`src/rtl/sr_latch_pkg.sv`:
```
// Shared definitions for the SR latch front-end: conditioner FSM states,
// default timing constants and the latch pin map.
package sr_latch_pkg;

   typedef enum logic [1:0] {
      IDLE  = 2'd0,
      SET_P = 2'd1,
      RST_P = 2'd2,
      GUARD = 2'd3
   } pc_state_e;

   localparam int DEF_DEBOUNCE_CYCLES = 16;
   localparam int DEF_PULSE_WIDTH     = 4;
   localparam int DEF_CNT_W           = 5;

   // Latch pin map: S/R on ui_in, Q/Qn on uo_out
   localparam int LATCH_S_BIT  = 0;
   localparam int LATCH_R_BIT  = 1;
   localparam int LATCH_Q_BIT  = 0;
   localparam int LATCH_QN_BIT = 1;

endpackage

```
`src/rtl/sr_debounce.sv`:
```
// One button channel: 2-flop synchronizer, debounce counter and a one-cycle
// request on each accepted rising level change.
module sr_debounce
   import sr_latch_pkg::*;
#(
   parameter int DEBOUNCE_CYCLES = DEF_DEBOUNCE_CYCLES,
   parameter int CNT_W           = DEF_CNT_W
) (
   input  logic clk,
   input  logic rst_n,
   input  logic btn_i,
   output logic req_o
);

   localparam logic [CNT_W-1:0] CNT_LAST = CNT_W'(DEBOUNCE_CYCLES);

   logic             meta_q;
   logic             sync_q;
   logic             stable_q,  stable_d;
   logic [CNT_W-1:0] cnt_q,     cnt_d;
   logic             armed_q,   armed_d;
   logic [CNT_W-1:0] arm_cnt_q, arm_cnt_d;
   logic             req_q,     req_d;

   always_comb begin
      stable_d = stable_q;
      cnt_d    = '0;
      req_d    = 1'b0;
      if (sync_q != stable_q) begin
         if (cnt_q >= CNT_LAST) begin
            stable_d = sync_q;
            req_d    = sync_q & armed_q;
         end else begin
            cnt_d = cnt_q + CNT_W'(1);
         end
      end
   end

   // A button still held through reset must not fire: requests are only
   // armed once the synchronized input has been seen low for a full debounce.
   always_comb begin
      armed_d   = armed_q;
      arm_cnt_d = '0;
      if (!armed_q && !sync_q) begin
         if (arm_cnt_q >= CNT_LAST) begin
            armed_d = 1'b1;
         end else begin
            arm_cnt_d = arm_cnt_q + CNT_W'(1);
         end
      end
   end

   always_ff @(posedge clk or negedge rst_n) begin
      if (!rst_n) begin
         meta_q    <= 1'b0;
         sync_q    <= 1'b0;
         stable_q  <= 1'b0;
         cnt_q     <= '0;
         armed_q   <= 1'b0;
         arm_cnt_q <= '0;
         req_q     <= 1'b0;
      end else begin
         meta_q    <= btn_i;
         sync_q    <= meta_q;
         stable_q  <= stable_d;
         cnt_q     <= cnt_d;
         armed_q   <= armed_d;
         arm_cnt_q <= arm_cnt_d;
         req_q     <= req_d;
      end
   end

   assign req_o = req_q;

endmodule

```
`src/rtl/sr_pulse_conditioner.sv`:
```
// Turns debounced set/reset button presses into fixed-width, mutually
// exclusive pulses for the NOR SR latch, never presenting S=R=1.
module sr_pulse_conditioner
   import sr_latch_pkg::*;
#(
   parameter int DEBOUNCE_CYCLES = DEF_DEBOUNCE_CYCLES,
   parameter int PULSE_WIDTH     = DEF_PULSE_WIDTH,
   parameter int CNT_W           = DEF_CNT_W
) (
   input  logic clk,
   input  logic rst_n,
   input  logic ena,
   input  logic btn_set,
   input  logic btn_reset,
   output logic set_pulse,
   output logic reset_pulse,
   output logic conflict,
   output logic busy
);

   localparam logic [CNT_W-1:0] PULSE_LAST = CNT_W'(PULSE_WIDTH - 1);

   logic             req_set;
   logic             req_rst;
   logic             both_req;
   pc_state_e        state_q;
   logic             set_pulse_q;
   logic             reset_pulse_q;
   logic [CNT_W-1:0] pcnt_q;
   logic             pend_set_q,  pend_set_d;
   logic             pend_rst_q,  pend_rst_d;
   logic             first_set_q, first_set_d;

   sr_debounce #(
      .DEBOUNCE_CYCLES (DEBOUNCE_CYCLES),
      .CNT_W           (CNT_W)
   ) u_dbnc_set (
      .clk   (clk),
      .rst_n (rst_n),
      .btn_i (btn_set),
      .req_o (req_set)
   );

   sr_debounce #(
      .DEBOUNCE_CYCLES (DEBOUNCE_CYCLES),
      .CNT_W           (CNT_W)
   ) u_dbnc_rst (
      .clk   (clk),
      .rst_n (rst_n),
      .btn_i (btn_reset),
      .req_o (req_rst)
   );

   // first_set tracks arrival order; it only matters while both are pending
   always_comb begin
      both_req   = req_set & req_rst;
      pend_set_d = pend_set_q | req_set;
      pend_rst_d = pend_rst_q | req_rst;
      if (both_req) begin
         pend_set_d = 1'b0;
         pend_rst_d = 1'b0;
      end
      first_set_d = (pend_set_d & pend_rst_d) ? first_set_q : pend_set_d;
   end

   always_ff @(posedge clk or negedge rst_n) begin
      if (!rst_n) begin
         state_q       <= IDLE;
         set_pulse_q   <= 1'b0;
         reset_pulse_q <= 1'b0;
         pcnt_q        <= '0;
         pend_set_q    <= 1'b0;
         pend_rst_q    <= 1'b0;
         first_set_q   <= 1'b0;
      end else if (!ena) begin
         state_q       <= IDLE;
         set_pulse_q   <= 1'b0;
         reset_pulse_q <= 1'b0;
         pcnt_q        <= '0;
         pend_set_q    <= 1'b0;
         pend_rst_q    <= 1'b0;
         first_set_q   <= 1'b0;
      end else begin
         case (state_q)
            IDLE: begin
               pcnt_q      <= '0;
               pend_set_q  <= 1'b0;
               pend_rst_q  <= 1'b0;
               first_set_q <= 1'b0;
               if (req_set && !req_rst) begin
                  state_q     <= SET_P;
                  set_pulse_q <= 1'b1;
               end else if (req_rst && !req_set) begin
                  state_q       <= RST_P;
                  reset_pulse_q <= 1'b1;
               end
            end
            SET_P, RST_P: begin
               pend_set_q  <= pend_set_d;
               pend_rst_q  <= pend_rst_d;
               first_set_q <= first_set_d;
               if (pcnt_q >= PULSE_LAST) begin
                  state_q       <= GUARD;
                  set_pulse_q   <= 1'b0;
                  reset_pulse_q <= 1'b0;
                  pcnt_q        <= '0;
               end else begin
                  pcnt_q <= pcnt_q + CNT_W'(1);
               end
            end
            GUARD: begin
               pcnt_q <= '0;
               if (pend_set_d && (!pend_rst_d || first_set_d)) begin
                  state_q     <= SET_P;
                  set_pulse_q <= 1'b1;
                  pend_set_q  <= 1'b0;
                  pend_rst_q  <= pend_rst_d;
                  first_set_q <= 1'b0;
               end else if (pend_rst_d) begin
                  state_q       <= RST_P;
                  reset_pulse_q <= 1'b1;
                  pend_rst_q    <= 1'b0;
                  pend_set_q    <= pend_set_d;
                  first_set_q   <= pend_set_d;
               end else begin
                  state_q     <= IDLE;
                  pend_set_q  <= 1'b0;
                  pend_rst_q  <= 1'b0;
                  first_set_q <= 1'b0;
               end
            end
            default: state_q <= IDLE;
         endcase
      end
   end

   assign set_pulse   = set_pulse_q;
   assign reset_pulse = reset_pulse_q;
   assign conflict    = ena & both_req;
   assign busy        = (state_q != IDLE);

endmodule
```
`config.mk`:
```
export PLATFORM = sky130hd
export DESIGN_NAME = sr_pulse_conditioner
export DESIGN_NICKNAME = d
export VERILOG_FILES = /design/src/rtl/sr_latch_pkg.sv /design/src/rtl/sr_debounce.sv /design/src/rtl/sr_pulse_conditioner.sv
export SDC_FILE = /design/constraint.sdc
export NUM_CORES = 1
export LEC_CHECK = 0
export CAP_MARGIN = 20
export CELL_PAD_IN_SITES_DETAIL_PLACEMENT = 0
export CELL_PAD_IN_SITES_GLOBAL_PLACEMENT = 1
export CORE_UTILIZATION = 47
export DETAILED_ROUTE_END_ITERATION = 10
export GPL_TIMING_DRIVEN = 0
export PLACE_DENSITY_LB_ADDON = 0.05
export REMOVE_ABC_BUFFERS = 1
export SETUP_SLACK_MARGIN = 0.4
export SLEW_MARGIN = 0
export SYNTH_ARGS = -nofsm -noshare
export SYNTH_HDL_FRONTEND = slang
export SYNTH_SLANG_ARGS = --single-unit
export TNS_END_PERCENT = 50
```
`constraint.sdc`:
```
create_clock -name clk -period 1.75 [get_ports clk]
set_input_delay 0.35 -clock clk [delete_from_list [all_inputs] [get_ports clk]]
set_output_delay 0.35 -clock clk [all_outputs]
set_load 0.03 [all_outputs]
```
==> reports/results.md, run 1 <==
| Result | Value | Unit |
|---|---|---|
| Run status | finished, final reports clean | - |
| Top post-synthesis cells by area | sky130_fd_sc_hd__dfrtp_1 (56%), sky130_fd_sc_hd__ha_1 (7.4%), sky130_fd_sc_hd__nor2_1 (5.4%), sky130_fd_sc_hd__inv_1 (3.8%), sky130_fd_sc_hd__xor2_1 (2.8%) | - |
| Hold Vio Cnt, Final | 0 | - |
| Fraction of the yosys area taken by sequential cells | 56.22 | % |
| Max rail drop VDD | 0.7327 | mV |
| Antenna cells | 0 | - |
| Clock Latency Late Sink | 0.29 | ns |
| HPWL after detailed placement | 1953 | um |
| Max_cap viols | 0 | - |
| Count of nets after finishing | 217 | - |
| Max Freq | 0.6643 | GHz |
| Family with the most delay on the worst path | compound AO/OA/AOI/OAI gates | - |
| Maximum level of the CTS H-tree | 2 | - |
| Launching instance or port of the critical path | state_q[0] | - |
| Vias in the first global route | 1281 | - |
| Worst slack at placement | -0.4933 | ns |
| Initial cell density of the core | 49.93 | % |
| RSZ-0062 raised after global routing | yes | - |
| Cell count after synthesis | 171 | - |
| Adder-cell share of the synthesized area | 7.363 | % |
| Clock tree sinks | 42 | - |
| Post-detailed-route wirelength per cell | 12.92 | um |
| Logic depth of the worst setup path including buffers | 7 | - |
| Share of cell area taken by muxes after synthesis | 1.740 | % |
| Clock tree from TritonCTS | done | - |
| Post-synth EDFFs | 0 | - |
| Combinational family with the most area after synthesis | simple AND/OR/NAND/NOR gates | - |
| Crit path cell chain | inv_2, ha_4, inv_4, buf_4, a221oi_4, a21oi_1, o211ai_1 | - |
| Layout overhead on the synthesized area | 23.43 | % |
| Number of placed I/O pins | 9 | - |
| Commonest cells post-synth | sky130_fd_sc_hd__dfrtp_1 (42), sky130_fd_sc_hd__nor2_1 (27), sky130_fd_sc_hd__inv_1 (19), sky130_fd_sc_hd__ha_1 (11), sky130_fd_sc_hd__nand3_1 (8) | - |
| Residual DRC | 0 | - |
| Area fraction in compound gates after synthesis | 8.768 | % |
| Endpoints failing setup | 0 | - |
| Total number of yosys warnings | 0 | - |
| Critical path launch point type | flop | - |
| Final worst clock skew | 0.01201 | ns |
| Worst-case setup margin in the final layout | 0.2446 | ns |
| Crit Reg-Reg Startpoint | state_q[0] | - |
| Capture point of the worst reg-to-reg path | reset_pulse | - |
| Power density cells | 807.5 | mW/mm2 |
| Most instantiated library cell after synthesis | sky130_fd_sc_hd__dfrtp_1 | - |
| Row count | 22 | - |
| Layout cell share with drive strength beyond 1 | 22.77 | % |
| Largest net degree at the start of global routing | 43 | - |
| Via density per instance | 5.112 | - |
| Fraction of registers with async set/reset | 100.0 | % |
| Slack of the worst reg-to-reg path | 0.24 | ns |
| Worst endpoint required time | 1.95 | ns |
| Global-route wire length before repair | 5671 | um |
| Number of buffer and inverter instances along the worst setup path | 3 | - |
| Top cell type's share of synthesized area | 56.22 | % |
| Root buffer cell | sky130_fd_sc_hd__clkbuf_8 | - |
| CP Class | reg -> reg | - |
| GRT Residual Overflow | 0 | - |
| Width of the chip | 65.07 | um |
| Simple logic cell fraction of the synthesized area | 16.53 | % |
| Worst Hold Class | in -> async | - |
| Final Max Tran Viols | 0 | - |
| Height of the die | 65.07 | um |
| Number of different library cells in the post-synthesis netlist | 37 | - |
| Cell taking the most area after synthesis | sky130_fd_sc_hd__dfrtp_1 | - |
| Initial drt markers | 117 | - |
| Routed vias | 1278 | - |
| Type of element capturing the critical path | flop | - |
| Reg2reg path depth | 7 | - |
| Largest incremental delay on the critical path | 0.44 | ns |
| Number of buffers between clock root and the deepest sink | 2 | - |
| Critical Path Sink | reset_pulse | - |
| Total CTS buffers | 5 | - |
| Total length of routed wires | 3229 | um |
| Die area | 0.004233 | mm2 |
| Antenna-violating nets left | 0 | - |
| GRT Util Overall | 18.13 | % |
| Slowest CP cell | sky130_fd_sc_hd__dfrtp_2 | - |
| Post-route worst hold slack | 0.1826 | ns |
| Global placer's final weighted congestion | 0.7468 | - |
| Final Cycle Share | 86.02 | % |
| Syn Std Cell Area | 0.001869 | mm2 |
| Core utilization of the finished layout | 61.63 | % |
| Worst rel slew slack | 40.35 | % |
| Clock transition at the registers of the reported paths | 0.08 | ns |
| Post-Syn Area per Cell | 10.93 | um2 |
| Flops & latches, synth | 42 | - |
| Placeable Area | 0.003744 | mm2 |
| TritonRoute pass-1 iters | 4 | - |
| Signal arrival time at the worst endpoint | 1.71 | ns |
| Aggregate negative setup slack | 0 | ns |
| Critical Path Fanout Max | 4 | - |
| Initial antenna violation count | 0 | - |
| Tightest Pin Transition | 0.8948 | ns |
| Clock period minus worst slack | 1.505 | ns |
| Parity-gate share of the synthesized area counting xor and xnor cells | 4.685 | % |
| Leakage power of the design | 0.001126 | uW |
| Number of port buffers | 8 | - |
| Top FF cell, synth | sky130_fd_sc_hd__dfrtp_1 | - |
==> area by class of cell <==
type                       count  area, um2
sequential                    42       1054
inverter                      20      77.57
clock buffer                   7      76.32
fill                         325       1436
multi-input combinational    109      824.5
tap                           48      60.06
clock inverter                 1      30.03
timing repair buffer          23      185.2
==> report_power, final <==
group	total (uW)	switching [uW]	internal, uW
Sequential	1030	28.2	1000
Clock	729	302	427
Combinational	103	62.5	40.7
Total	1860	393	1470
==> worst register-to-register path: stages, from the launching register on <==
cell and delay (ns):
sky130_fd_sc_hd__dfrtp_2 0.44, sky130_fd_sc_hd__inv_2 0.07, sky130_fd_sc_hd__ha_4 0.16, sky130_fd_sc_hd__inv_4 0.04, sky130_fd_sc_hd__buf_4 0.14, sky130_fd_sc_hd__a221oi_4 0.28
sky130_fd_sc_hd__a21oi_1 0.10, sky130_fd_sc_hd__o211ai_1 0.19
==> placed cells by master, fill, tap and decap left out, types with 2 or more instances in the layout <==
master / n
sky130_fd_sc_hd__nand2b_1: 5
sky130_fd_sc_hd__ha_4: 2
sky130_fd_sc_hd__clkbuf_8: 5
sky130_fd_sc_hd__dfrtp_1: 40
sky130_fd_sc_hd__inv_1: 15
sky130_fd_sc_hd__inv_2: 4
sky130_fd_sc_hd__and4b_1: 2
sky130_fd_sc_hd__ha_1: 8
sky130_fd_sc_hd__mux2_2: 2
sky130_fd_sc_hd__o211ai_1: 3
sky130_fd_sc_hd__or3_1: 2
sky130_fd_sc_hd__a211o_1: 2
sky130_fd_sc_hd__clkbuf_1: 2
sky130_fd_sc_hd__xnor2_1: 4
sky130_fd_sc_hd__dfrtp_2: 2
sky130_fd_sc_hd__buf_4: 15
sky130_fd_sc_hd__a21o_1: 2
sky130_fd_sc_hd__a221oi_4: 2
sky130_fd_sc_hd__xor2_1: 6
sky130_fd_sc_hd__conb_1: 3
sky130_fd_sc_hd__clkdlybuf4s50_1: 2
sky130_fd_sc_hd__a32o_1: 2
sky130_fd_sc_hd__nor2b_1: 2
sky130_fd_sc_hd__clkdlybuf4s15_2: 2
sky130_fd_sc_hd__nor2_1: 25
sky130_fd_sc_hd__nand3_1: 8
sky130_fd_sc_hd__buf_2: 2
sky130_fd_sc_hd__nand2_1: 6
sky130_fd_sc_hd__a21oi_1: 5
==> sequential cells by signal (all words and copies together) (netlist names), 2 cells and up <==
register	cells
pcnt_q	5
state_q	2
u_dbnc_set.arm_cnt_q	5
u_dbnc_rst.arm_cnt_q	5
u_dbnc_rst.cnt_q	5
u_dbnc_set.cnt_q	5
==> routing by layer <==
metal	vias to the layer above	track usage, %	share of wire, %
met3	6	5.458	3.5
met4	0	9.239	1.9
li1	617	-	-
met1	635	20.21	43
met5	-	0	0
met2	20	31.12	51
==> worst min path at each step <==
stage,startpoint,endpoint,cells past startpoint
floorplan,rst_n,first_set_q,0
global placement,u_dbnc_set.meta_q,u_dbnc_set.sync_q,0
detailed placement,u_dbnc_set.meta_q,u_dbnc_set.sync_q,0
CTS,rst_n,state_q[1],1
global route,rst_n,state_q[1],1
finish,rst_n,set_pulse,1
==> per-stage QoR <==
step	total power, uW	cells	area [um2]
after global placement	1145	227	2008
final	1863	250	2307
after floorplan	1103	171	1868
after global routing	1966	250	2307
after CTS	1894	248	2258
after detailed placement	1152	227	2003
==> cells by family (layout without fill, tap and decap cells) <==
kind of cell | count (synthesis) | after routing
AO/OA/AOI/OAI | 20 | 20
XOR/XNOR | 10 | 10
adder cells (fa/ha/maj) | 11 | 11
buffers and inverters | 22 | 51
flip-flops | 42 | 42
multiplexers | 3 | 3
other | 1 | 3
AND/OR/NAND/NOR | 62 | 62
==> timing repair <==
item,CTS,global route
resized for setup,36,6
hold endpoints to repair,0,0
setup buffers,13,2
pin swaps,8,3
setup endpoints to repair,11,11
hold buffers,0,0
Note: power is estimated with default switching activity, not from simulation.
==> run 2: changes to the inputs <==
--- a/config.mk
+++ b/config.mk
@@ -13,7 +13,7 @@
 export GPL_TIMING_DRIVEN = 0
 export PLACE_DENSITY_LB_ADDON = 0.05
 export REMOVE_ABC_BUFFERS = 1
-export SETUP_SLACK_MARGIN = 0.4
+export SETUP_SLACK_MARGIN = 0.2
 export SLEW_MARGIN = 0
 export SYNTH_ARGS = -nofsm -noshare
 export SYNTH_HDL_FRONTEND = slang
==> reports/results.md, run 2 (same netlist as run 1, synthesis figures left out) <==
| Result | Value | Unit | Change |
|---|---|---|---|
| Final Cycle Share | 87.20 | % | was 86.02% |
| Critical path launch point type | flop | - | unchanged |
| Tightest Pin Transition | 0.8798 | ns | was 0.8948 ns |
| Count of nets after finishing | 206 | - | was 217 |
| HPWL after detailed placement | 1953 | um | unchanged |
| Worst Hold Class | in -> async | - | unchanged |
| Initial cell density of the core | 49.93 | % | unchanged |
| Max_cap viols | 0 | - | unchanged |
| GRT Residual Overflow | 0 | - | unchanged |
| Die area | 0.004233 | mm2 | unchanged |
| Most common cell after layout, fill and taps aside | sky130_fd_sc_hd__dfrtp_1 | - | unchanged |
| Final Max Tran Viols | 0 | - | unchanged |
| Via density per instance | 5.126 | - | was 5.112 |
| Number of buffers between clock root and the deepest sink | 2 | - | unchanged |
| Antenna-violating nets left | 0 | - | unchanged |
| Placed Instances | 227 | - | unchanged |
| Power density cells | 862.1 | mW/mm2 | was 807.5 mW/mm2 |
| Slowest CP cell | sky130_fd_sc_hd__dfrtp_1 | - | was sky130_fd_sc_hd__dfrtp_2 |
| Height of the die | 65.07 | um | unchanged |
| Antenna cells | 0 | - | unchanged |
| Cts hold-fix bufs | 0 | - | unchanged |
| Slack of the worst reg-to-reg path | 0.23 | ns | was 0.24 ns |
| Crit path cell chain | inv_1, ha_4, inv_2, buf_4 | - | was inv_2, ha_4, inv_4, buf_4, a221oi_4, a21oi_1, o211ai_1 |
| Max Freq | 0.6553 | GHz | was 0.6643 GHz |
| Post-route worst hold slack | 0.1786 | ns | was 0.1826 ns |
| Clock transition at the registers of the reported paths | 0.08 | ns | about the same |
| Placeable Area | 0.003744 | mm2 | unchanged |
| Row count | 22 | - | unchanged |
| Number of buffer and inverter instances along the worst setup path | 3 | - | unchanged |
| Maximum level of the CTS H-tree | 2 | - | unchanged |
| Type of element capturing the critical path | output port | - | was flop |
| Number of port buffers | 8 | - | unchanged |
| Family with the most delay on the worst path | flip-flops | - | was compound AO/OA/AOI/OAI gates |
| Largest incremental delay on the critical path | 0.40 | ns | was 0.44 ns |
| Leakage power of the design | 0.001078 | uW | was 0.001126 uW |
| Capture point of the worst reg-to-reg path | state_q[1] | - | was reset_pulse |
| Initial antenna violation count | 0 | - | unchanged |
| Clock tree from TritonCTS | done | - | unchanged |
| Post-route standard cell area excluding fillers | 0.002155 | mm2 | was 0.002307 mm2 |
| Hold Vio Cnt, Final | 0 | - | unchanged |
| Final worst clock skew | 0.01009 | ns | was 0.01201 ns |
| Initial drt markers | 71 | - | was 117 |
| Commonest cells after routing, fill and taps aside | sky130_fd_sc_hd__dfrtp_1 (40), sky130_fd_sc_hd__nor2_1 (27), sky130_fd_sc_hd__inv_1 (17) | - | was sky130_fd_sc_hd__dfrtp_1 (40), sky130_fd_sc_hd__nor2_1 (25), sky130_fd_sc_hd__inv_1 (15), sky130_fd_sc_hd__buf_4 (15) |
| Root buffer cell | sky130_fd_sc_hd__clkbuf_8 | - | unchanged |
| Seq. cell area | 0.001054 | mm2 | unchanged |
| Endpoints failing setup | 0 | - | unchanged |
| Run status | finished, final reports clean | - | unchanged |
| Post-detailed-route wirelength per cell | 11.82 | um | was 12.92 um |
| Clock Latency Late Sink | 0.29 | ns | about the same |
| CP Class | reg -> out | - | was reg -> reg |
| Worst endpoint required time | 1.40 | ns | was 1.95 ns |
| Number of placed I/O pins | 9 | - | unchanged |
| RSZ-0062 raised after global routing | yes | - | unchanged |
| Post-layout power | 1857 | uW | was 1863 uW |
| Largest net degree at the start of global routing | 43 | - | unchanged |
| Fill cell instance count of the final layout | 347 | - | was 325 |
| Width of the chip | 65.07 | um | unchanged |
| Clock period minus worst slack | 1.526 | ns | was 1.505 ns |
| Area of the multi-input gates | 765.7 | um2 | was 824.5 um2 |
| Global placer's final weighted congestion | 0.7468 | - | unchanged |
| Layout cell share with drive strength beyond 1 | 14.14 | % | was 22.77% |
| Non-filler instance count after layout | 239 | - | was 250 |
| Total CTS buffers | 5 | - | unchanged |
| Total length of routed wires | 2826 | um | was 3229 um |
| GRT Util Overall | 16.62 | % | was 18.13% |
| Vias in the first global route | 1216 | - | was 1281 |
| Crit Reg-Reg Startpoint | u_dbnc_set.req_o | - | was state_q[0] |
| Placement Cell Area | 0.002003 | mm2 | unchanged |
| Worst rel slew slack | 41.34 | % | was 40.35% |
| Critical Path Fanout Max | 5 | - | was 4 |
| Signal arrival time at the worst endpoint | 1.18 | ns | was 1.71 ns |
| Clock tree sinks | 42 | - | unchanged |
| TritonRoute pass-1 iters | 4 | - | unchanged |
| Residual DRC | 0 | - | unchanged |
| Global-route wire length before repair | 5209 | um | was 5671 um |
| Reg2reg path depth | 4 | - | was 7 |
| Routed vias | 1225 | - | was 1278 |
| Max rail drop VDD | 0.7363 | mV | was 0.7327 mV |
| Layout overhead on the synthesized area | 15.26 | % | was 23.43% |
## run 2: cell types whose count changed in the layout (fill, tap and decap cells not counted), sizes merged
cell / delta
buf: -11
dlymetal6s2s: +1
clkbuf: +1
clkdlybuf4s15: -2
## run 2: per-layer routing
layer,vias to the layer above,wire length [um],global-route usage (%)
met2,13,1467,29.30
met1,614,1237,18.14
met4,0,23,7.337
li1,596,-,-
met3,2,99,5.282
met5,-,0,0
## run 2: power breakdown
group          internal [uW]  total [uW]  switching (uW)
registers               1000        1030            26.4
logic                   38.0        99.6            61.6
clock network            427         729             302
total                   1470        1860             390
## run 2: layout make-up
class | instances | area share (%)
Clock buffer | 7 | 3.542
Clock inverter | 1 | 1.394
Inverter | 20 | 3.484
Multi-Input combinational cell | 109 | 35.54
Sequential cell | 42 | 48.90
Tap cell | 48 | 2.787
Timing Repair Buffer | 12 | 4.355
## run 2: repair_timing
| action | in CTS | in global routing |
|---|---|---|
| hold endpoints to repair | 0 | 0 |
| endpoints found under the setup margin | 7 | 7 |
| buffers inserted | 3 | 1 |
| pin swaps | 3 | 0 |
| gates resized for setup | 17 | 8 |
## run 2: worst max-delay path by stage
stage | from | endpoint | cells past startpoint
global placement | rst_n | u_dbnc_set.cnt_q[1] | 1
CTS | reset_pulse | reset_pulse | 1
global route | state_q[0] | reset_pulse | 5
detailed placement | ena | conflict | 3
finish | state_q[1] | busy | 4
floorplan | state_q[0] | reset_pulse | 6
## run 2: stage by stage
stage          TNS [ns]  util (%)  setup slack (ns)
2_1_floorplan         0         -            0.2235
4_1_cts               0     57.42           0.06489
3_3_place_gp     -26.96     53.64           -0.6272
6_report              0     57.55            0.2239
3_5_place_dp    -0.7225     53.51           -0.4933
5_1_grt               0     57.55           0.09801
